===== src/rtl/alu_sequencer.sv =====
// -----------------------------------------------------------------------------
// alu_sequencer
//
// Multi-cycle instruction sequencer for the 8-bit ALU datapath. Each
// instruction is fetched over a request/ack instruction-memory port, its
// operands are read from a 16-entry register file, the ALU is driven with the
// opcode and operands, and the result is written back or the program counter
// is updated from the ALU branch decision.
//
// Instruction word: op=[15:12] a=[11:8] b=[7:4] c=[3:0]
//   0000-0101, 1001 : ALU op, rd=a, rs1=b, rs2=c
//   0110-1000       : branch, rs1=a, rs2=b, c = signed 4-bit PC offset
//   1010            : JMP, target=[7:0]
//   1011-1110       : NOP
//   1111            : HALT
//
// Ports
//   clk_i, rst_ni              clock, synchronous active-low reset
//   start_i                    start at PC 0 (honoured in IDLE and HALT only)
//   imem_req_o/imem_addr_o     fetch request and address (= pc)
//   imem_ack_i/imem_data_i     fetch complete and instruction word
//   rf_raddr1_o/rf_raddr2_o    register-file read addresses
//   rf_rdata1_i/rf_rdata2_i    register-file read data (combinational)
//   rf_we_o/rf_waddr_o/rf_wdata_o  register-file write port
//   alu_inst_o                 ALU opcode (IR.op)
//   alu_reg1_o/alu_reg2_o      ALU operands (A, B)
//   alu_reg_i                  ALU result
//   alu_branch_i               ALU branch decision
//   alu_over_flag_i            ALU add-overflow flag
//   pc_o                       program counter
//   busy_o                     high in every state except IDLE and HALT
//   halted_o                   high in HALT
//   ovf_o                      sticky ADD overflow, cleared by reset or start
// -----------------------------------------------------------------------------
module alu_sequencer (
    input  logic        clk_i,
    input  logic        rst_ni,
    input  logic        start_i,
    output logic        imem_req_o,
    output logic [7:0]  imem_addr_o,
    input  logic        imem_ack_i,
    input  logic [15:0] imem_data_i,
    output logic [3:0]  rf_raddr1_o,
    output logic [3:0]  rf_raddr2_o,
    input  logic [7:0]  rf_rdata1_i,
    input  logic [7:0]  rf_rdata2_i,
    output logic        rf_we_o,
    output logic [3:0]  rf_waddr_o,
    output logic [7:0]  rf_wdata_o,
    output logic [3:0]  alu_inst_o,
    output logic [7:0]  alu_reg1_o,
    output logic [7:0]  alu_reg2_o,
    input  logic [7:0]  alu_reg_i,
    input  logic        alu_branch_i,
    input  logic        alu_over_flag_i,
    output logic [7:0]  pc_o,
    output logic        busy_o,
    output logic        halted_o,
    output logic        ovf_o
);

    localparam logic [3:0] OP_ADD  = 4'b0000;
    localparam logic [3:0] OP_JMP  = 4'b1010;
    localparam logic [3:0] OP_HALT = 4'b1111;

    typedef enum logic [2:0] {
        S_IDLE   = 3'd0,
        S_FETCH  = 3'd1,
        S_DECODE = 3'd2,
        S_EXEC   = 3'd3,
        S_WB     = 3'd4,
        S_HALT   = 3'd5
    } state_e;

    state_e      state_q, state_d;
    logic [7:0]  pc_q, pc_d;
    logic [15:0] ir_q, ir_d;
    logic [7:0]  a_q, a_d;
    logic [7:0]  b_q, b_d;
    logic [7:0]  r_q, r_d;
    logic        br_q, br_d;
    logic        ovf_q, ovf_d;

    logic [3:0]  ir_op;
    logic [3:0]  ir_a;
    logic [3:0]  ir_b;
    logic [3:0]  ir_c;

    assign ir_op = ir_q[15:12];
    assign ir_a  = ir_q[11:8];
    assign ir_b  = ir_q[7:4];
    assign ir_c  = ir_q[3:0];

    // ------------------------------------------------------------------
    // Opcode classification and PC arithmetic
    // ------------------------------------------------------------------
    function automatic logic is_alu_op(input logic [3:0] op);
        return (op <= 4'b0101) || (op == 4'b1001);
    endfunction

    function automatic logic is_branch(input logic [3:0] op);
        return (op == 4'b0110) || (op == 4'b0111) || (op == 4'b1000);
    endfunction

    function automatic logic is_nop(input logic [3:0] op);
        return (op >= 4'b1011) && (op <= 4'b1110);
    endfunction

    // Relative branch target; the 4-bit offset is two's complement and the
    // sum wraps modulo 256 (e.g. 2 + (-8) = 250).
    function automatic logic [7:0] pc_rel(input logic [7:0] pc,
                                          input logic [3:0] off);
        logic signed [7:0] off_s;
        off_s = $signed({{4{off[3]}}, off});
        return pc + $unsigned(off_s);
    endfunction

    // ------------------------------------------------------------------
    // Output decode from registered state
    // ------------------------------------------------------------------
    assign imem_req_o  = (state_q == S_FETCH);
    assign imem_addr_o = pc_q;

    // Branches compare a and b; everything else reads b and c.
    assign rf_raddr1_o = is_branch(ir_op) ? ir_a : ir_b;
    assign rf_raddr2_o = is_branch(ir_op) ? ir_b : ir_c;

    // Reset gates the write strobe combinationally so that a reset edge
    // landing on WB can never commit a register write.
    assign rf_we_o    = rst_ni && (state_q == S_WB) && is_alu_op(ir_op);
    assign rf_waddr_o = ir_a;
    assign rf_wdata_o = r_q;

    assign alu_inst_o = ir_op;
    assign alu_reg1_o = a_q;
    assign alu_reg2_o = b_q;

    assign pc_o     = pc_q;
    assign busy_o   = (state_q != S_IDLE) && (state_q != S_HALT);
    assign halted_o = (state_q == S_HALT);
    assign ovf_o    = ovf_q;

    // ------------------------------------------------------------------
    // Next-state logic
    // ------------------------------------------------------------------
    always_comb begin
        state_d = state_q;
        pc_d    = pc_q;
        ir_d    = ir_q;
        a_d     = a_q;
        b_d     = b_q;
        r_d     = r_q;
        br_d    = br_q;
        ovf_d   = ovf_q;

        unique case (state_q)
            S_IDLE, S_HALT: begin
                if (start_i) begin
                    pc_d    = 8'h00;
                    ovf_d   = 1'b0;
                    state_d = S_FETCH;
                end
            end

            S_FETCH: begin
                // Request and address are held by staying in FETCH.
                if (imem_ack_i) begin
                    ir_d    = imem_data_i;
                    state_d = S_DECODE;
                end
            end

            S_DECODE: begin
                a_d = rf_rdata1_i;
                b_d = rf_rdata2_i;
                if (ir_op == OP_HALT) begin
                    state_d = S_HALT;
                end else if (is_nop(ir_op)) begin
                    pc_d    = pc_q + 8'd1;
                    state_d = S_FETCH;
                end else begin
                    state_d = S_EXEC;
                end
            end

            S_EXEC: begin
                r_d  = alu_reg_i;
                br_d = alu_branch_i;
                // Only ADD contributes to the sticky overflow status.
                if ((ir_op == OP_ADD) && alu_over_flag_i) begin
                    ovf_d = 1'b1;
                end
                state_d = S_WB;
            end

            S_WB: begin
                if (is_branch(ir_op)) begin
                    pc_d = br_q ? pc_rel(pc_q, ir_c) : (pc_q + 8'd1);
                end else if (ir_op == OP_JMP) begin
                    pc_d = ir_q[7:0];
                end else begin
                    pc_d = pc_q + 8'd1;
                end
                state_d = S_FETCH;
            end

            default: begin
                state_d = S_IDLE;
            end
        endcase
    end

    // ------------------------------------------------------------------
    // State registers
    // ------------------------------------------------------------------
    always_ff @(posedge clk_i) begin
        if (!rst_ni) begin
            state_q <= S_IDLE;
            pc_q    <= 8'h00;
            ir_q    <= 16'h0000;
            a_q     <= 8'h00;
            b_q     <= 8'h00;
            r_q     <= 8'h00;
            br_q    <= 1'b0;
            ovf_q   <= 1'b0;
        end else begin
            state_q <= state_d;
            pc_q    <= pc_d;
            ir_q    <= ir_d;
            a_q     <= a_d;
            b_q     <= b_d;
            r_q     <= r_d;
            br_q    <= br_d;
            ovf_q   <= ovf_d;
        end
    end

endmodule


===== config.mk =====
export PLATFORM = sky130hd
export DESIGN_NAME = alu_sequencer
export DESIGN_NICKNAME = d
export VERILOG_FILES = /design/src/rtl/alu_sequencer.sv
export SDC_FILE = /design/constraint.sdc
export NUM_CORES = 1
export LEC_CHECK = 0
export ABC_AREA = 0
export BUFFER_PORTS_ARGS = -buffer_cell sky130_fd_sc_hd__buf_4
export CAP_MARGIN = 5
export CORE_MARGIN = 2
export CORE_UTILIZATION = 40
export DETAILED_ROUTE_END_ITERATION = 7
export GPL_ROUTABILITY_DRIVEN = 1
export PLACE_DENSITY = 0.67
export SETUP_SLACK_MARGIN = 0.05
export SLEW_MARGIN = 15
export SYNTH_ARGS = -nofsm -noshare
export SYNTH_HDL_FRONTEND = slang
export SYNTH_SLANG_ARGS = --single-unit

===== constraint.sdc =====
create_clock -name clk_i -period 4.1 [get_ports clk_i]
set_input_delay 0.41 -clock clk_i [delete_from_list [all_inputs] [get_ports clk_i]]
set_output_delay 0.41 -clock clk_i [all_outputs]
set_load 0.05 [all_outputs]

==> summary.txt, run 1 <==
status: finished, final reports clean
critical path type: reg2out
vias in the first global route: 2522
Synth Cell Area: 2940 sq um
top post-synthesis cells by area: dfxtp_1, nand2_1, a21oi_1
Starting Density: 40.9%
# H-tree levels: 2
antenna violations before repair: 0
Net Sw Frac: 31.2%
Crit path required time: 3.69 ns
vias per cell: 5.20
Cell variety after synth: 54
Hold Crit Start: imem_data_i[7]
Logic pwr share: 18.4%
CP Data Arrival Time: 2.16 ns
Tmin final: 2.57 ns
Hold Fails Final Rpt: 0
crit path max-delay cell type: nor3_1
total gr overflow: 0
die width: 89.7 um
sequential share of power: 51.7%
ys flop type: dfxtp_1
Avg Inst Size Synth: 7.58 sq um
dpl ws: 1.91 ns
RSZ-0062 raised after global routing: no
CTS root buffer: clkbuf_8
crit-path cells: nand2b_1 > nor3_1 > o21a_1 > buf_4
Worst Skew: 0.00832 ns
post-detail-place hpwl: 5760 um
layout cells sized above 1: 28.1%
Layout Area Growth over Synthesis: 28.6%
Synth top area share: 36.1%
period utilisation layout: 62.6%
Max stage delay on crit path: 0.63 ns
post_cts resized: 0
hold depth: 3
FILL cells: 705
worst-path fanout max: 10
Final ANT Viol Nets: 0
Total Die Area: 8040 sq um
FMAX: 0.389 GHz
Post-CTS Setup Inserts: 0
Clock Power Share: 30.0%
CP endpoint kind: output port
Skew-Pair Late Insertion Delay: 0.32 ns
normalized max-slew margin: 44.2%
CORE AREA: 7180 sq um
Finish-stage setup viols: 0
Critical R2R Launch: state_q[1]
Tightest Pin Transition: 0.835 ns
Worst VDD drop: 174 uV
type of the most critical hold path: in2reg
Startpoint Class: flip-flop
Syn. warnings: 0
Yosys reg bits: 53
Num CTS Buffers: 5
per-cell routed wire length: 14.1 um
fin worst setup slack: 1.53 ns
Clk pin slew, worst setup/hold paths: 0.11 ns
Die Y: 89.7 um
Max-Cap Viols: 0
GRT Total Usage: 18.8%
CTS Buffer Depth: 2
Slew Viols, Final: 0
RD Place Congestion: 0.875
CTS Hold Bufs: 0
Initial DRC Count: 182
Worst Setup SP: state_q[2]
area leader, netlist: dfxtp_1
internal power: 0.728 mW
Net Switching: 0.330 mW
CTS tree: done
clock sinks: 53
Syn Inst Count: 387
Routed WL: 8010 um
total negative slack: 0 ns
Top Ports: 107
R2R depth: 5
Final #Nets: 524
num rows: 31
Leak: 1.55 nW
register area share after synthesis: 36.1%
routed vias: 2958
first-pass GRT wire length: 12000 um
DRC Markers: 0
power per standard cell area: 280 nW/um^2
EDFF count, synth: 0
Mapped Nets: 442
Antenna diodes: 0
largest net degree at the start of global routing: 52
Port Buf Inserts: 106
first-pass iteration count of the detailed router: 4
ys async rst share: 0%
## per-layer routing
metal,track usage [%],routed length (um),vias to the layer above,part of all wire [%]
li1,-,-,1486,-
met2,29.8,3860,87,48
met3,4.11,460,8,5.7
met4,5.29,86,0,1.1
met1,25.8,3600,1377,45
met5,0,0,-,0
## final cells by class
cell class,count,area [sq um],share of cell area (%)
Tap cell,99,124,3.28
Inverter,9,33.8,0.895
Multi-Input combinational cell,292,1650,43.7
Clock buffer,5,68.8,1.82
Clock inverter,3,26.3,0.696
Timing Repair Buffer,108,811,21.5
Sequential cell,53,1060,28.1
## per-stage QoR
step | std cells | area [sq um] | total power, mW | hold WS [ns] | utilization (%)
final | 569 | 3770 | 1.06 | 0.329 | 52.6
after global routing | 569 | 3770 | 1.10 | 0.321 | 52.6
after CTS | 569 | 3770 | 1.06 | 0.325 | 52.5
after detailed placement | 561 | 3670 | 0.753 | 0.448 | 51.2
after global placement | 561 | 3670 | 0.751 | 0.443 | 51.2
after floorplan | 387 | 2940 | 0.682 | 0.447 | -
## kinds of logic after synthesis
logic type      synth area share (%)
xor+xnor                        2.98
flops                           36.1
fa+ha+maj                       4.09
mux                             3.75
compound gates                  21.5
simple gates                    23.7
buf+inv                         7.84
## worst max-delay path: cells and delay by family, from the launching register on
family	cells	cell delay, ns
AND/OR/NAND/NOR	2	0.83
flip-flops	1	0.61
AO/OA/AOI/OAI	1	0.22
buffers and inverters	1	0.19
## cell usage after synthesis (7+ instances only)
master / instances
o21ai_0: 15
buf_4: 16
nand3_1: 7
inv_1: 8
nor2_1: 23
a21oi_1: 59
clkbuf_1: 12
mux2_2: 8
nand2_1: 94
ha_1: 8
nor3_1: 10
dfxtp_1: 53
## registers in the layout, indices dropped and copies added (netlist names)
register and flops:
ir_q 16, imem_addr_o 8, alu_reg2_o 8, rf_wdata_o 8, ovf_o 1, alu_reg1_o 8
state_q 3, br_q 1
## final timing paths
path,end,slack [ns]
max,rf_we_o,1.53
max reg2reg,imem_addr_o[2],1.87
min reg2reg,alu_reg1_o[0],0.46
min,ir_q[7],0.33
## layout by cell type (no fill, tap or decap), types with 3 or more instances in the layout
cell type  netlist  final
ha_1             8      8
mux2_2           8      8
clkbuf_8         0      5
inv_1            8      8
nor2b_1          3      3
o211ai_1         6      6
nand2_1         94     94
a21oi_1         59     59
buf_4           16    108
o22ai_1          3      3
o21ai_0         15     15
nor2_1          23     23
xnor2_1          4      4
dfxtp_1         53     53
nor3_1          10     10
o21a_1           4      4
nand3_1          7      7
xor2_1           6      6
## power by group through the flow
stage	Sequential, mW	Combinational [mW]	Clock [mW]
detailed placement	0.558	0.194	0
global route	0.550	0.209	0.346
CTS	0.547	0.195	0.323
global placement	0.558	0.193	0
finish	0.547	0.195	0.317
floorplan	0.567	0.115	0
(Power assumes the default switching activity.)
==> inputs of run 2 (changes only) <==
--- a/config.mk
+++ b/config.mk
@@ -5,14 +5,14 @@
 export SDC_FILE = /design/constraint.sdc
 export NUM_CORES = 1
 export LEC_CHECK = 0
-export ABC_AREA = 0
+export ABC_AREA = 1
 export BUFFER_PORTS_ARGS = -buffer_cell sky130_fd_sc_hd__buf_4
 export CAP_MARGIN = 5
 export CORE_MARGIN = 2
 export CORE_UTILIZATION = 40
 export DETAILED_ROUTE_END_ITERATION = 7
 export GPL_ROUTABILITY_DRIVEN = 1
-export PLACE_DENSITY = 0.67
+export PLACE_DENSITY = 0.66
 export SETUP_SLACK_MARGIN = 0.05
 export SLEW_MARGIN = 15
 export SYNTH_ARGS = -nofsm -noshare
==> constraint.sdc (replaced) <==
create_clock -name clk_i -period 2.39 [get_ports clk_i]
set_input_delay 0.239 -clock clk_i [delete_from_list [all_inputs] [get_ports clk_i]]
set_output_delay 0.239 -clock clk_i [all_outputs]
set_load 0.05 [all_outputs]
==> summary.txt, run 2 <==
commonest cells in the netlist: nand2_1, nor2_1, o21ai_0
Clk pin slew, worst setup/hold paths: 0.11 ns
Syn. warnings: 0
placed cell count: 665
Slew Viols, Final: 0
post-detail-place hpwl: 6180 um
register area share after synthesis: 34.3%
Initial DRC Count: 195
Die Y: 92.0 um
Layout Area Growth over Synthesis: 27.5%
most used cells in the layout excluding fill and tap cells: buf_4, nand2_1, nor2_1, o21ai_0, dfxtp_1
CP endpoint kind: output port
Startpoint Class: flip-flop
type of the most critical hold path: in2reg
register area: 1060 sq um
CP Data Arrival Time: 1.76 ns
normalized max-slew margin: 52.9%
Hold Fails Final Rpt: 0
most common cell after layout, fill and taps aside: buf_4
power per standard cell area: 862 nW/um^2
Avg Inst Size Synth: 6.38 sq um
top post-synthesis cells by area: dfxtp_1, nand2_1, nor2_1
most frequent CP cell: nand2_1
# H-tree levels: 2
Synth Cell Area: 3090 sq um
Worst Skew: 0.0126 ns
DRC Markers: 0
Worst VDD drop: 418 uV
Routed WL: 8260 um
Yosys reg bits: 53
Post-CTS Setup Inserts: 0
Finish-stage setup viols: 0
Mapped Nets: 540
Max-Cap Viols: 0
Final ANT Viol Nets: 0
crit path max-delay cell type: dfxtp_1
CTS Hold Bufs: 0
vias per cell: 4.86
Worst Setup SP: ir_q[15]
EDFF count, synth: 0
Max stage delay on crit path: 0.37 ns
worst path bufs/invs: 3
per-cell routed wire length: 12.3 um
Antenna diodes: 0
period utilisation layout: 83.6%
area of the multi-input gates: 1630 sq um
largest net degree at the start of global routing: 51
CTS Buffer Depth: 2
Final #Nets: 625
Critical R2R Launch: imem_addr_o[0]
GRT Total Usage: 19.8%
total negative slack: 0 ns
Crit path required time: 2.15 ns
status: finished, final reports clean
max reg flops: 16
crit-path cells: inv_2 > nor2_1 > nand2_1 > nand2_4 > inv_2 > nand2_1 > nand2_1 > buf_4
Tmin final: 2.00 ns
Top Ports: 107
die width: 92.0 um
final std cells w/o fill: 673
RD Place Congestion: 0.810
ys async rst share: 0%
Starting Density: 40.7%
worst-path fanout max: 23
clock sinks: 53
first-pass iteration count of the detailed router: 5
RSZ-0062 raised after global routing: no
post_cts resized: 0
area leader, netlist: dfxtp_1
Syn Inst Count: 485
total gr overflow: 0
FILL cells: 804
antenna violations before repair: 0
top-count cell post-synth: nand2_1
cell family with most CP delay: simple AND/OR/NAND/NOR gates
ys flop type: dfxtp_1
critical path type: reg2out
num rows: 32
Tightest Pin Transition: 0.703 ns
CTS tree: done
routed vias: 3269
first-pass GRT wire length: 13700 um
Cell variety after synth: 30
FMAX: 0.501 GHz
Hold Crit Start: imem_data_i[6]
vias in the first global route: 2988
Synth top area share: 34.3%
CTS root buffer: clkbuf_8
Leak: 1.92 nW
CORE AREA: 7610 sq um
Total Die Area: 8450 sq um
Skew-Pair Late Insertion Delay: 0.31 ns
Port Buf Inserts: 106
layout cells sized above 1: 22.8%
Num CTS Buffers: 5
Top reg by flops: ir_q
==> run 2: cells by family (layout without fill, tap and decap cells) <==
logic type               Yosys count  in the layout  share of synthesized area [%]
buffers and inverters             85            171                           13.1
AND/OR/NAND/NOR                  241            241                           32.2
flip-flops                        53             53                           34.3
XOR/XNOR                           2              2                          0.566
adder cells (fa/ha/maj)            9              9                           3.88
AO/OA/AOI/OAI                     95             95                           16.0
==> run 2: layout make-up <==
class | count | area share [%]
tap | 102 | 3.24
inverter | 52 | 4.95
sequential | 53 | 26.9
clock buffer | 5 | 1.74
multi-input combinational | 347 | 41.4
clock inverter | 3 | 0.634
timing repair buffer | 111 | 21.1
==> run 2: worst reg2reg max path, stage by stage, from the launching register on <==
cell and delay [ns]:
dfxtp_1 0.51, ha_1 0.22, inv_1 0.05, fa_1 0.36, inv_1 0.12, a21oi_1 0.08, o21ai_0 0.08, nand3_1 0.08
nand2_1 0.06, nor2_1 0.05, nor3_2 0.09, nor2_1 0.05
==> run 2: per-layer routing <==
layer	up-vias	track usage, %	part of all wire (%)
li1	1702	-	-
met1	1471	26.8	46
met2	90	31.3	47
met3	6	4.52	6.4
met4	0	6.59	1.1
met5	-	0	0
==> run 2: worst paths after layout <==
| path | cells after the start | slack (ns) | end |
|---|---|---|---|
| hold / removal | 3 | 0.15 | ir_q[6] |
| hold reg to reg | 2 | 0.50 | alu_reg2_o[3] |
| setup / recovery | 8 | 0.39 | rf_raddr2_o[3] |
| setup reg to reg | 11 | 0.53 | imem_addr_o[2] |
==> run 2: per-stage QoR <==
step / utilization [%] / hold WS [ns] / power [mW] / setup WS, ns / cell area [sq um]
floorplan: - / 0.374 / 2.48 / 0.111 / 3090
global placement: 50.6 / 0.461 / 2.87 / 0.606 / 3850
detailed placement: 50.6 / 0.471 / 2.89 / 0.567 / 3850
CTS: 51.8 / 0.135 / 3.43 / 0.235 / 3940
global route: 51.9 / 0.151 / 3.63 / 0.196 / 3950
finish: 51.9 / 0.149 / 3.40 / 0.393 / 3950
==> run 2: power breakdown <==
part | switching (mW) | total (mW) | internal (mW) | leakage [nW]
sequential | 0.148 | 1.16 | 1.01 | 0.432
clock | 0.314 | 0.527 | 0.212 | 0.0447
combinational | 1.18 | 1.71 | 0.528 | 1.44
==> inputs of run 3 (changes only) <==
--- a/config.mk
+++ b/config.mk
@@ -5,14 +5,14 @@
 export SDC_FILE = /design/constraint.sdc
 export NUM_CORES = 1
 export LEC_CHECK = 0
-export ABC_AREA = 1
+export ABC_AREA = 0
 export BUFFER_PORTS_ARGS = -buffer_cell sky130_fd_sc_hd__buf_4
 export CAP_MARGIN = 5
 export CORE_MARGIN = 2
 export CORE_UTILIZATION = 40
 export DETAILED_ROUTE_END_ITERATION = 7
 export GPL_ROUTABILITY_DRIVEN = 1
-export PLACE_DENSITY = 0.66
+export PLACE_DENSITY = 0.67
 export SETUP_SLACK_MARGIN = 0.05
 export SLEW_MARGIN = 15
 export SYNTH_ARGS = -nofsm -noshare
==> constraint.sdc (replaced) <==
create_clock -name clk_i -period 1.9 [get_ports clk_i]
set_input_delay 0.19 -clock clk_i [delete_from_list [all_inputs] [get_ports clk_i]]
set_output_delay 0.19 -clock clk_i [all_outputs]
set_load 0.05 [all_outputs]
==> summary.txt, run 3 (same netlist as run 1, synthesis figures left out) <==
status: finished with violations
failing checks: negative setup slack
Worst VDD drop: 347 uV
vias in the first global route: 2776
largest net degree at the start of global routing: 52
layout cells sized above 1: 39.9%
crit path to: rf_raddr2_o[2]
uppermost layer routed: met4
hold depth: 3
R2R depth: 7
Num CTS Buffers: 5
num rows: 31
Hold Fails Final Rpt: 0
most used cells in the layout excluding fill and tap cells: buf_4, nand2_1, a21oi_1, dfxtp_1, nor2_1
CORE AREA: 7180 sq um
reg2reg end: imem_addr_o[6]
final instance area: 4300 sq um
met1 wire length: 3940 um
Top reg by flops: ir_q
Slew Viols, Final: 0
Max-Cap Viols: 0
final std cells w/o fill: 608
Leak: 1.79 nW
vias per cell: 5.11
max reg flops: 16
Max stage delay on crit path: 0.39 ns
dpl cell area: 3950 sq um
crit-path cells: or3b_4 > o21a_4 > buf_6 > mux2_4 > buf_8
Crit path required time: 1.71 ns
Tmin final: 2.02 ns
Crit. path cell count: 5
Port Buf Inserts: 106
routed length on met2: 4240 um
Finish-stage setup viols: 9
critical path type: reg2out
RSZ-0062 raised after global routing: yes
FILL cells: 695
Worst Skew: 0.0109 ns
period utilisation layout: 106%
CP endpoint kind: output port
FMAX: 0.495 GHz
# H-tree levels: 2
per-cell routed wire length: 14.4 um
dpl ws: 0.0209 ns
Initial DRC Count: 193
CTS tree: done
Routed WL: 8730 um
worst-path fanout max: 5
GRT Total Usage: 21.0%
Clk pin slew, worst setup/hold paths: 0.11 ns
total gr overflow: 0
worst path bufs/invs: 2
die width: 89.7 um
antenna violations before repair: 0
routed vias: 3107
Critical R2R Launch: ir_q[12]
first-pass iteration count of the detailed router: 5
met3 routed WL: 437 um
Startpoint Class: flip-flop
total negative slack: -0.852 ns
R2R setup slack: -0.06 ns
CTS Buffer Depth: 2
Starting Density: 40.9%
fin worst setup slack: -0.122 ns
Worst Setup SP: ir_q[12]
post-detail-place hpwl: 6340 um
type of the most critical hold path: in2reg
power per standard cell area: 547 nW/um^2
CTS root buffer: clkbuf_8
most common cell after layout, fill and taps aside: buf_4
Skew-Pair Late Insertion Delay: 0.32 ns
crit path max-delay cell type: or3b_4
Layout Area Growth over Synthesis: 46.6%
DRC Markers: 0
first-pass GRT wire length: 13400 um
Total Die Area: 8040 sq um
Antenna diodes: 0
clock sinks: 53
Top Ports: 107
CP Data Arrival Time: 1.83 ns
Final ANT Viol Nets: 0
RD Place Congestion: 0.921
placed cell count: 591
normalized max-slew margin: 62.9%
cell family with most CP delay: simple AND/OR/NAND/NOR gates
Final #Nets: 563
Tightest Pin Transition: 0.556 ns
Die Y: 89.7 um
## run 3: changes by cell type in the layout (fill, tap and decap cells not counted), sizes merged, moves of 4 or more
cell   change
a21oi     +24
nand3     -24
nor2      -72
mux2       +8
buf       +36
xnor2      +4
nand2     -11
nor3       +7
o21a       +5
inv       -43
o21ai     -39
xor2       +4
## run 3: worst min-delay path by stage
stage                          startpoint       endpoint  slack, ns
after CTS                    alu_reg_i[3]  rf_wdata_o[3]        0.1
after detailed placement   imem_data_i[6]        ir_q[6]       0.45
after global placement       alu_branch_i           br_q       0.44
after floorplan           imem_data_i[14]       ir_q[14]       0.33
after global routing       rf_rdata2_i[5]  alu_reg2_o[5]        0.1
final                        alu_reg_i[7]  rf_wdata_o[7]       0.10
## run 3: worst min-delay path, stage by stage
cell	delay (ns)
buf_4	0.11
nand2_1	0.04
a21oi_1	0.05
## run 3: power by group
part | switching, mW | internal [mW]
clock network | 0.413 | 0.269
logic | 0.298 | 0.217
registers | 0.0228 | 1.13
total | 0.734 | 1.62
## run 3: through the flow
stage | util, % | power [mW] | hold slack (ns)
4_1_cts | 57.5 | 2.35 | 0.0999
3_5_place_dp | 55.1 | 1.67 | 0.445
6_report | 60.0 | 2.35 | 0.105
3_3_place_gp | 55.1 | 1.66 | 0.438
2_1_floorplan | - | 1.47 | 0.326
5_1_grt | 60.0 | 2.45 | 0.0978
## run 3: layer usage
metal | track usage, % | up-vias
met2 | 32.5 | 92
met1 | 30.3 | 1440
met3 | 3.02 | 10
li1 | - | 1565
met4 | 5.97 | 0
met5 | 0 | -
## run 3: area by class of cell
cell class	instances	area (sq um)	share of cell area, %
Clock buffer	5	68.8	1.60
Clock inverter	3	26.3	0.611
Inverter	9	33.8	0.785
Multi-Input combinational cell	292	1810	42.1
Sequential cell	53	1090	25.3
Tap cell	99	124	2.88
Timing Repair Buffer	147	1150	26.7
## run 3: timing repair
item,CTS,global route
pin swaps,2,11
resized for setup,17,32
buffers inserted,3,6
hold endpoints to repair,0,0
hold buffers,0,0
endpoints found under the setup margin,12,17
